**config.mk**
```make
export PLATFORM = sky130hd
export DESIGN_NAME = issue_entry_fifo
export DESIGN_NICKNAME = d
export VERILOG_FILES = /design/src/rtl/ariane_pkg.sv /design/src/rtl/issue_entry_fifo.sv
export SDC_FILE = /design/constraint.sdc
export NUM_CORES = 1
export LEC_CHECK = 0
export CORE_MARGIN = 8
export CORE_UTILIZATION = 40
export CTS_CLUSTER_DIAMETER = 60
export DETAILED_ROUTE_END_ITERATION = 10
export PLACE_DENSITY_LB_ADDON = 0.3
export SLEW_MARGIN = 5
export SYNTH_ARGS = -nofsm -noshare
export SYNTH_HDL_FRONTEND = slang
export SYNTH_SLANG_ARGS = --single-unit
```
**constraint.sdc**
```tcl
create_clock -name clk_i -period 3.4 [get_ports clk_i]
set_input_delay 0.51 -clock clk_i [delete_from_list [all_inputs] [get_ports clk_i]]
set_output_delay 0.51 -clock clk_i [all_outputs]
set_load 0.01 [all_outputs]
```
**src/rtl/ariane_pkg.sv**
```systemverilog
// Scoreboard entry type shared between decoder, issue FIFO and reorder stage.
package ariane_pkg;

  typedef struct packed {
    logic [31:0] pc;
    logic [2:0]  trans_id;
    logic [3:0]  fu;
    logic [7:0]  op;
    logic [5:0]  rs1;
    logic [5:0]  rs2;
    logic [5:0]  rd;
    logic [31:0] result;
    logic        valid;
    logic        use_imm;
  } scoreboard_entry_t;

endpackage

```
**src/rtl/issue_entry_fifo.sv**
```systemverilog
// Program-order queue of decoded scoreboard entries feeding the issue reorder stage.
// Ready depends only on the stored count, so issue ack never reaches decoded_ready_o.
module issue_entry_fifo #(
  parameter int unsigned DEPTH        = 4,
  parameter bit          FALL_THROUGH = 1'b0
) (
  input  logic                              clk_i,
  input  logic                              rst_ni,
  input  logic                              flush_i,
  input  ariane_pkg::scoreboard_entry_t     decoded_entry_i,
  input  logic                              decoded_valid_i,
  input  logic                              decoded_is_ctrl_flow_i,
  output logic                              decoded_ready_o,
  output ariane_pkg::scoreboard_entry_t     issue_entry_o,
  output logic                              issue_entry_valid_o,
  output logic                              is_ctrl_flow_o,
  input  logic                              issue_instr_ack_i,
  output logic [$clog2(DEPTH+1)-1:0]        usage_o
);

  localparam int unsigned PtrW = $clog2(DEPTH);
  localparam int unsigned CntW = $clog2(DEPTH+1);

  typedef struct packed {
    ariane_pkg::scoreboard_entry_t sbe;
    logic                          ctrl;
  } slot_t;

  slot_t            mem_q [DEPTH];
  slot_t            last_q;
  slot_t            in_slot;
  slot_t            head;
  logic [PtrW-1:0]  rd_ptr_q, rd_ptr_d;
  logic [PtrW-1:0]  wr_ptr_q, wr_ptr_d;
  logic [CntW-1:0]  cnt_q, cnt_d;
  logic             empty, head_valid;
  logic             push, pop, wr_en, rd_en;

  assign empty           = (cnt_q == '0);
  assign decoded_ready_o = (cnt_q != CntW'(DEPTH));
  assign usage_o         = cnt_q;
  assign in_slot         = '{sbe: decoded_entry_i, ctrl: decoded_is_ctrl_flow_i};

  always_comb begin
    head       = last_q;
    head_valid = 1'b0;
    if (!empty) begin
      head       = mem_q[rd_ptr_q];
      head_valid = 1'b1;
    end else if (FALL_THROUGH) begin
      head       = in_slot;
      head_valid = decoded_valid_i;
    end
    if (flush_i) head_valid = 1'b0;
  end

  assign issue_entry_o       = head.sbe;
  assign is_ctrl_flow_o      = head.ctrl;
  assign issue_entry_valid_o = head_valid;

  assign push  = decoded_valid_i & decoded_ready_o & ~flush_i;
  assign pop   = head_valid & issue_instr_ack_i & ~flush_i;
  // Pop while empty is a fall-through bypass: the entry is consumed without being stored.
  assign wr_en = push & ~(pop & empty);
  assign rd_en = pop & ~empty;

  always_comb begin
    rd_ptr_d = rd_ptr_q;
    wr_ptr_d = wr_ptr_q;
    cnt_d    = cnt_q;
    if (flush_i) begin
      rd_ptr_d = '0;
      wr_ptr_d = '0;
      cnt_d    = '0;
    end else begin
      if (wr_en) wr_ptr_d = wr_ptr_q + 1'b1;
      if (rd_en) rd_ptr_d = rd_ptr_q + 1'b1;
      if (wr_en && !rd_en)      cnt_d = cnt_q + 1'b1;
      else if (rd_en && !wr_en) cnt_d = cnt_q - 1'b1;
    end
  end

  always_ff @(posedge clk_i or negedge rst_ni) begin
    if (!rst_ni) begin
      rd_ptr_q <= '0;
      wr_ptr_q <= '0;
      cnt_q    <= '0;
      last_q   <= '0;
    end else begin
      rd_ptr_q <= rd_ptr_d;
      wr_ptr_q <= wr_ptr_d;
      cnt_q    <= cnt_d;
      if (pop) last_q <= head;
    end
  end

  always_ff @(posedge clk_i) begin
    if (wr_en) mem_q[wr_ptr_q] <= in_slot;
  end

endmodule

```
=== Yosys cells after proc, flatten, opt, wreduce, memory -nomap -nowiden ===
Memories as Yosys holds them, arrays and structs flattened.
Index checks and enable logic that the tools add are counted.

* Bits of input ports: 105
* Register bits after elaboration: 107
* Memories: 1
* Output and inout bits: 105
* Word-level logic and storage cells: 50
* Bits in writable memories: 400

{| class="wikitable"
|+ Memories
! memory !! words !! bits a word !! read ports !! clocked after memory_dff !! wr ports !! line !! RTL
|-
| mem_q || 4 || 100 || 1 || 0 || 1 || issue_entry_fifo.sv:29 || <nowiki>slot_t mem_q [DEPTH];</nowiki>
|}

* Bitwise operators: 10
* $add $sub $neg: 4
* Multiplexer cells: 12
* Equality and inequality tests: 1
* Reductions and logical operators: 8

{| class="wikitable"
|+ Operators with widths
! operator !! count
|-
| $mux 100 || 1
|-
| $mux 3 || 3
|-
| $mux 2 || 4
|-
| $and 1x1->1 || 7
|-
| $add 2x1->2 const B || 2
|-
| $mux 1 || 4
|-
| $reduce_bool 2->1 || 2
|-
| $add 3x1->3 const B || 1
|-
| $logic_not 3->1 || 1
|-
| $ne 3x3->1 const B || 1
|-
| $not 1->1 || 3
|-
| $reduce_bool 3->1 || 1
|-
| $sub 3x1->3 const B || 1
|-
| $logic_and 1x1->1 || 2
|-
| $logic_not 1->1 || 2
|}

=== Depth between registers and ports, before layout ===
Gate-level depths: netlist of run 1.

* Word-level depth: 13
* Gate-level depth with buffers: 10
* Gate-level depth less buffers: 7

=== Least setup slack after synthesis of run 1 ===
No wires, ideal clock.

* Path type: input to register
* Start point: in decoded_valid_i
* End point: mem mem_q[0][0] (netlist name) (enable)
* Setup time: 470 ps
* Stages on the path: 4
* Data arrival time: 3509 ps
* Path buffers: 1
* Path slack: -580 ps
* Data required time: 2930 ps
* Cells stage by stage: clkbuf_1 inv_1 nor3_1 and2_1

* Longest elaborated chain between the ends: 5

{| class="wikitable"
|+ RTL lines
! what !! line !! RTL
|-
| start, declared || issue_entry_fifo.sv:11 || <nowiki>input logic decoded_valid_i,</nowiki>
|-
| $and 1x1->1 (2 in a row) || issue_entry_fifo.sv:61 || <nowiki>assign push = decoded_valid_i & decoded_ready_o & ~flush_i;</nowiki>
|-
| $and 1x1->1 || issue_entry_fifo.sv:64 || <nowiki>assign wr_en = push & ~(pop & empty);</nowiki>
|-
| $mux 1 || issue_entry_fifo.sv:98 || <nowiki>if (wr_en) mem_q[wr_ptr_q] <= in_slot;</nowiki>
|-
| $mux 1 (not written as such) || issue_entry_fifo.sv:98 ||
|-
| end, declared || issue_entry_fifo.sv:29 ||
|}

No other way between the ends.

==> impl_results.md, run 1 <==
* Gr ovfl total at 0
* Core Area at 0.0498 sq mm
* Peak Freq at 305 MHz
* Bufs and invs on worst path at 2
* P_leak at 8.56 nW
* Netlist cell types at 34
* Place WS at 0.531 ns
* Clock Sinks at 507
* Crit path time final at 3.28 ns
* Power density over the cells at 796 mW/mm^2
* Inserted Clock Buffers at 53
* Met3 Resource Use GR at 2.93%
* Max Slew Vio Count at 0
* Syn-to-layout area delta at 24.0%
* Post-synthesis sequential area ratio at 73.5%
* Met1 Usage GRT at 17.7%
* Reg2reg start: usage_o[2]$_DFFE_PN0P_
* Largest net degree at the start of global routing at 101
* Crit path cell chain: buf_16 > mux4_2 > mux2_2 > clkdlybuf4s50_1
* Synth area leader: edfxtp_1
* IO Count at 210
* Internal reg-to-reg setup slack at 0.74 ns
* Share of layout cells above drive strength 1 at 34.5%
* Area contributors post-synth: edfxtp_1 (60%), dfrtp_1 (13%), mux4_2 (11%)
* WL/cell at 22.6 um
* Initial Util at 40.2%
* Std-Cell Rows at 82
* Die area at 0.0574 sq mm
* First-pass iteration count of the detailed router at 4
* Die X-Extent at 240 um
* WP depth at 4
* Largest stage delay, worst path at 0.56 ns
* Vert. Die Dim at 240 um
* Delay-heaviest family, CP: multiplexers
* Cell Count, Final, Fillers Out at 1865
* Crit-path slowest cell: dfrtp_4
* Max_cap viols at 0
* Total power draw at 19.7 mW
* WP data arrival at 2.77 ns
* Finish-stage setup viols at 0
* Antenna-violating nets left at 0
* Async SR Flop Fraction at 21.1%
* Routability cong. at 0.701
* Post-synth top cells: edfxtp_1 (400), mux2_2 (177), dfrtp_1 (107)
* CTS HTree Levels at 2
* Kind of critical path: flop to output port
* Clock tree from TritonCTS: done
* Clk Latency, worst-skew pair at 0.58 ns
* Clk Tree Root Cell: clkbuf_16
* Gr busiest metal: met2
* Synth Flop Type: edfxtp_1
* Routed wire length at 42100 um
* First-pass GRT wire length at 63700 um
* GR Layer Usage met2 at 26.3%
* # DRC at 0
* Setup WS post-layout at 0.120 ns
* Synthesized Nets at 1019
* Post-synthesis area per instance at 22.0 sq um
* Worst Skew at 0.0165 ns
* Warnings, synthesis at 0
* Synth Register Bits at 507
* Crit-path max FO at 27
* Initial antenna violation count at 2
* Status: complete, no violations
* Worst VDD drop at 487 uV
* Vias at 9502
* Crit end category: output port
* Fin crit share at 96.5%
* Netlist Area Pre-Place at 0.0200 sq mm
* Clock Path Buffers at 3
* RR Endpoint: usage_o[2]$_DFFE_PN0P_
* Placed insts at 1761
* Worst-Margin Slew at 0.737 ns
* Nets@finish at 1259
* Most frequent cell after synthesis: edfxtp_1
* Clk slew on worst S/H paths at 0.06 ns
* DR vias/cell at 5.09
* Gr usage total at 14.7%
* Drt initial violations at 389
* Slew headroom at 50.8%
* Final hold vios at 0
* R2r worst-path depth at 8
* EDFF count, synth at 400
* WP data required at 2.89 ns
* Hold Crit Class: primary input to asynchronous set/reset pin
* DP HPWL at 22700 um
* Post-synthesis cell count at 909
* Port buffer count at 209
* Area share of the largest cell type after synthesis at 60.1%
* Worst Setup Start Kind: flop
* Vias in the first global route at 10300
[how the worst max path moves through the flow]
| stage | from | slack [ns] | endpoint |
|---|---|---|---|
| finish | rd_ptr_q[0]$_DFFE_PN0P_ | 0.12 | issue_entry_o[28] |
| floorplan | decoded_valid_i | 0.52 | mem_q[0][0]$_DFFE_PP_ |
| CTS | rd_ptr_q[0]$_DFFE_PN0P_ | -0.03 | issue_entry_o[77] |
| detailed placement | issue_instr_ack_i | 0.53 | usage_o[2]$_DFFE_PN0P_ |
| global placement | rd_ptr_q[0]$_DFFE_PN0P_ | 0.56 | issue_entry_o[36] |
| global route | rd_ptr_q[0]$_DFFE_PN0P_ | -0.001 | issue_entry_o[71] |
[logic make-up after synthesis]
| family | Yosys count | synth area share, % |
|---|---|---|
| AO/OA/AOI/OAI | 15 | 0.607 |
| flip-flops | 507 | 73.5 |
| XOR/XNOR | 3 | 0.131 |
| buffers and inverters | 57 | 1.90 |
| adder cells (fa/ha/maj) | 5 | 0.350 |
| AND/OR/NAND/NOR | 21 | 0.576 |
| multiplexers | 301 | 23.0 |
[stage by stage]
step                       TNS, ns  hold WS [ns]  util (%)  cell area, sq um
after floorplan                  0         0.214         -             20000
after global placement           0         0.433      46.1             23000
after detailed placement         0         0.435      46.1             23000
after CTS                   -0.410         0.384      49.6             24700
after global routing      -0.00146         0.428      49.8             24800
final                            0         0.419      49.8             24800
[sequential cells by signal, summed over array words and instances, names as in the netlist]
name and flops:
rd_ptr_q 2, last_q 100, wr_ptr_q 2, usage_o 3
mem_q 400
[where the power goes]
group	internal, mW	switching [mW]
Sequential	7.55	0.378
Clock	3.22	2.30
Combinational	3.66	2.63
Total	14.4	5.31
[final cells by class]
cell class | count | area, sq um
fill | 4034 | 25000
sequential | 507 | 14700
multi-input combinational | 345 | 4950
timing repair buffer | 234 | 2610
clock buffer | 77 | 1470
tap | 672 | 841
clock inverter | 21 | 194
inverter | 8 | 30.0
antenna | 1 | 2.50
[layer usage]
layer,up-vias,wire (um)
met2,189,22000
met5,-,13
li1,4182,-
met3,69,1920
met4,2,878
met1,5060,17300
[placed cells by master (no fill, tap or decap), drive strengths merged, types with 2 or more instances in the layout]
cell type	netlist	final
clkdlybuf4s50	0	160
ha	4	4
clkbuf	7	78
nor3	2	2
clkinv	0	13
dfrtp	107	107
o31ai	2	2
mux4	100	100
inv	8	12
mux2	201	201
a21oi	2	2
dlygate4sd2	0	25
o21ai	3	3
and2	4	4
edfxtp	400	400
bufinv	0	3
buf	42	23
nor2	6	6
xor2	3	3
nand3	4	4
dlymetal6s2s	0	23
o2111ai	2	2
[timing repair]
item | in CTS | in global routing
buffers inserted | 1 | 0
endpoints found under the hold margin | 27 | 0
cloned | 2 | 1
hold buffers | 1 | 0
pin swaps | 1 | 0
endpoints found under the setup margin | 60 | 28
gates resized for setup | 29 | 25
Note: power is estimated with default switching activity, not from simulation.
==> inputs of run 2 (changes only) <==
--- a/config.mk
+++ b/config.mk
@@ -10,6 +10,7 @@
 export CTS_CLUSTER_DIAMETER = 60
 export DETAILED_ROUTE_END_ITERATION = 10
 export PLACE_DENSITY_LB_ADDON = 0.3
+export REMOVE_ABC_BUFFERS = 1
 export SLEW_MARGIN = 5
 export SYNTH_ARGS = -nofsm -noshare
 export SYNTH_HDL_FRONTEND = slang
==> impl_results.md, run 2 (synthesized netlist as in run 1, its figures left out) <==
* Largest net degree at the start of global routing at 101
* Routed wire length at 42500 um
* WP data required at 2.89 ns
* Syn-to-layout area delta at 26.4%
* WP data arrival at 2.78 ns
* Max Slew Vio Count at 0
* Area of the multi-input gates at 0.00495 sq mm
* Worst-Margin Slew at 0.756 ns
* Antenna cells at 0
* Initial antenna violation count at 2
* Switching Share at 26.3%
* Clk Latency, worst-skew pair at 0.59 ns
* Slew headroom at 49.6%
* Delay-heaviest family, CP: buffers and inverters
* Crit-path slowest cell: dfrtp_1
* Clock tree from TritonCTS: done
* Vias in the first global route at 10500
* Most frequent cells in the layout: edfxtp_1 (400), clkdlybuf4s50_1 (206), mux2_2 (177)
* Commonest non-fill, non-tap cell in the layout: edfxtp_1
* Worst Setup Start Kind: flop
* Power density over the cells at 818 mW/mm^2
* Largest register FFs at 400
* Finish-stage setup viols at 0
* Clock Path Buffers at 3
* Crit-path max FO at 25
* Std-Cell Rows at 82
* Nets@finish at 1280
* Combinational share of power at 32.0%
* First-pass iteration count of the detailed router at 5
* Drt initial violations at 512
* Routability cong. at 0.677
* Psw at 5.43 mW
* Sequential cell area at 0.0147 sq mm
* Core Area at 0.0498 sq mm
* DR vias/cell at 5.08
* Crit end category: output port
* Clk slew on worst S/H paths at 0.06 ns
* Max_cap viols at 0
* Crit path from: usage_o[1]$_DFFE_PN0P_
* Sequential Power Share at 38.3%
* Gr usage total at 14.8%
* Antenna-violating nets left at 0
* Largest stage delay, worst path at 0.53 ns
* DP HPWL at 24800 um
* Setup TNS Final at 0 ns
* # DRC at 0
* Setup WS post-layout at 0.112 ns
* Vert. Die Dim at 240 um
* Crit path cell chain: nor3_4 > buf_4 > buf_8 > mux2_2 > clkdlybuf4s50_1
* Final hold vios at 0
* Status: complete, no violations
* Initial Util at 40.2%
* Bufs and invs on worst path at 3
* Worst Skew at 0.0233 ns
* Clock group share of total power at 29.7%
* WL/cell at 22.5 um
* IO Count at 210
* Port buffer count at 209
* CTS HTree Levels at 2
* Share of layout cells above drive strength 1 at 36.2%
* Die area at 0.0574 sq mm
* Place WS at 0.551 ns
* Fillers at 4033
* Cell internal pwr at 15.2 mW
* Inserted Clock Buffers at 55
* Peak Freq at 304 MHz
* Reg2reg start: usage_o[2]$_DFFE_PN0P_
* Vias at 9601
* Worst VDD drop at 538 uV
* Hold Crit Class: primary input to asynchronous set/reset pin
* Register with the most flip-flops: mem_q
* Crit path time final at 3.29 ns
* P_leak at 8.54 nW
* Kind of critical path: flop to output port
* Fin crit share at 96.7%
* Die X-Extent at 240 um
* Clk Tree Root Cell: clkbuf_16
* Gr ovfl total at 0
* Clock Sinks at 507
* First-pass GRT wire length at 64200 um
-- run 2: path summary, 6_finish.rpt --
| kind | to | slack [ns] | depth (start not counted) |
|---|---|---|---|
| worst min register to register | last_q[2]$_DFFE_PN0N_ | 0.48 | 1 |
| worst max register to register | usage_o[2]$_DFFE_PN0P_ | 0.90 | 7 |
| min in group clk_i | last_q[2]$_DFFE_PN0N_ | 0.48 | 1 |
| max in group asynchronous | last_q[47]$_DFFE_PN0N_ | 2.14 | 3 |
| worst max-delay path | issue_entry_o[92] | 0.11 | 5 |
| worst min-delay path | last_q[18]$_DFFE_PN0N_ | 0.47 | 2 |
-- run 2: power by group through the flow --
stage               Clock, mW  Sequential, mW  Combinational (mW)
floorplan                   0            8.14                3.20
global placement            0            7.99                6.52
detailed placement          0            8.03                6.55
CTS                      6.30            7.92                6.73
global route             6.55            8.01                7.06
finish                   6.14            7.92                6.60
-- run 2: layout make-up --
| class | count | area share (%) |
|---|---|---|
| Tap cell | 672 | 3.33 |
| Timing Repair Buffer | 253 | 11.2 |
| Clock inverter | 21 | 1.18 |
| Inverter | 8 | 0.119 |
| Sequential cell | 507 | 58.2 |
| Clock buffer | 83 | 6.38 |
| Multi-Input combinational cell | 345 | 19.6 |
-- run 2: metal layers --
metal | GRT usage (%) | vias up | routed length [um]
met4 | 4.75 | 4 | 959
met3 | 3.24 | 75 | 2160
met1 | 19.0 | 5067 | 18200
met2 | 25.0 | 224 | 21200
li1 | - | 4231 | -
met5 | 0 | - | 26
-- run 2: timing repair --
| action | in CTS | in global routing |
|---|---|---|
| pin swaps | 0 | 1 |
| gates cloned | 2 | 1 |
| hold buffers | 1 | 0 |
| endpoints found under the hold margin | 54 | 0 |
| setup endpoints to repair | 78 | 58 |
| setup buffers | 4 | 3 |
| resized for setup | 4 | 4 |
-- run 2: per-stage QoR --
| stage | power [mW] | area [sq um] | instances | hold slack, ns | utilization, % |
|---|---|---|---|---|---|
| after CTS | 21.0 | 25200 | 1886 | 0.461 | 50.7 |
| after floorplan | 11.3 | 19600 | 860 | 0.214 | - |
| after global routing | 21.6 | 25300 | 1889 | 0.498 | 50.8 |
| after global placement | 14.5 | 23200 | 1775 | 0.463 | 46.6 |
| after detailed placement | 14.6 | 23200 | 1775 | 0.468 | 46.6 |
| final | 20.7 | 25300 | 1889 | 0.467 | 50.8 |
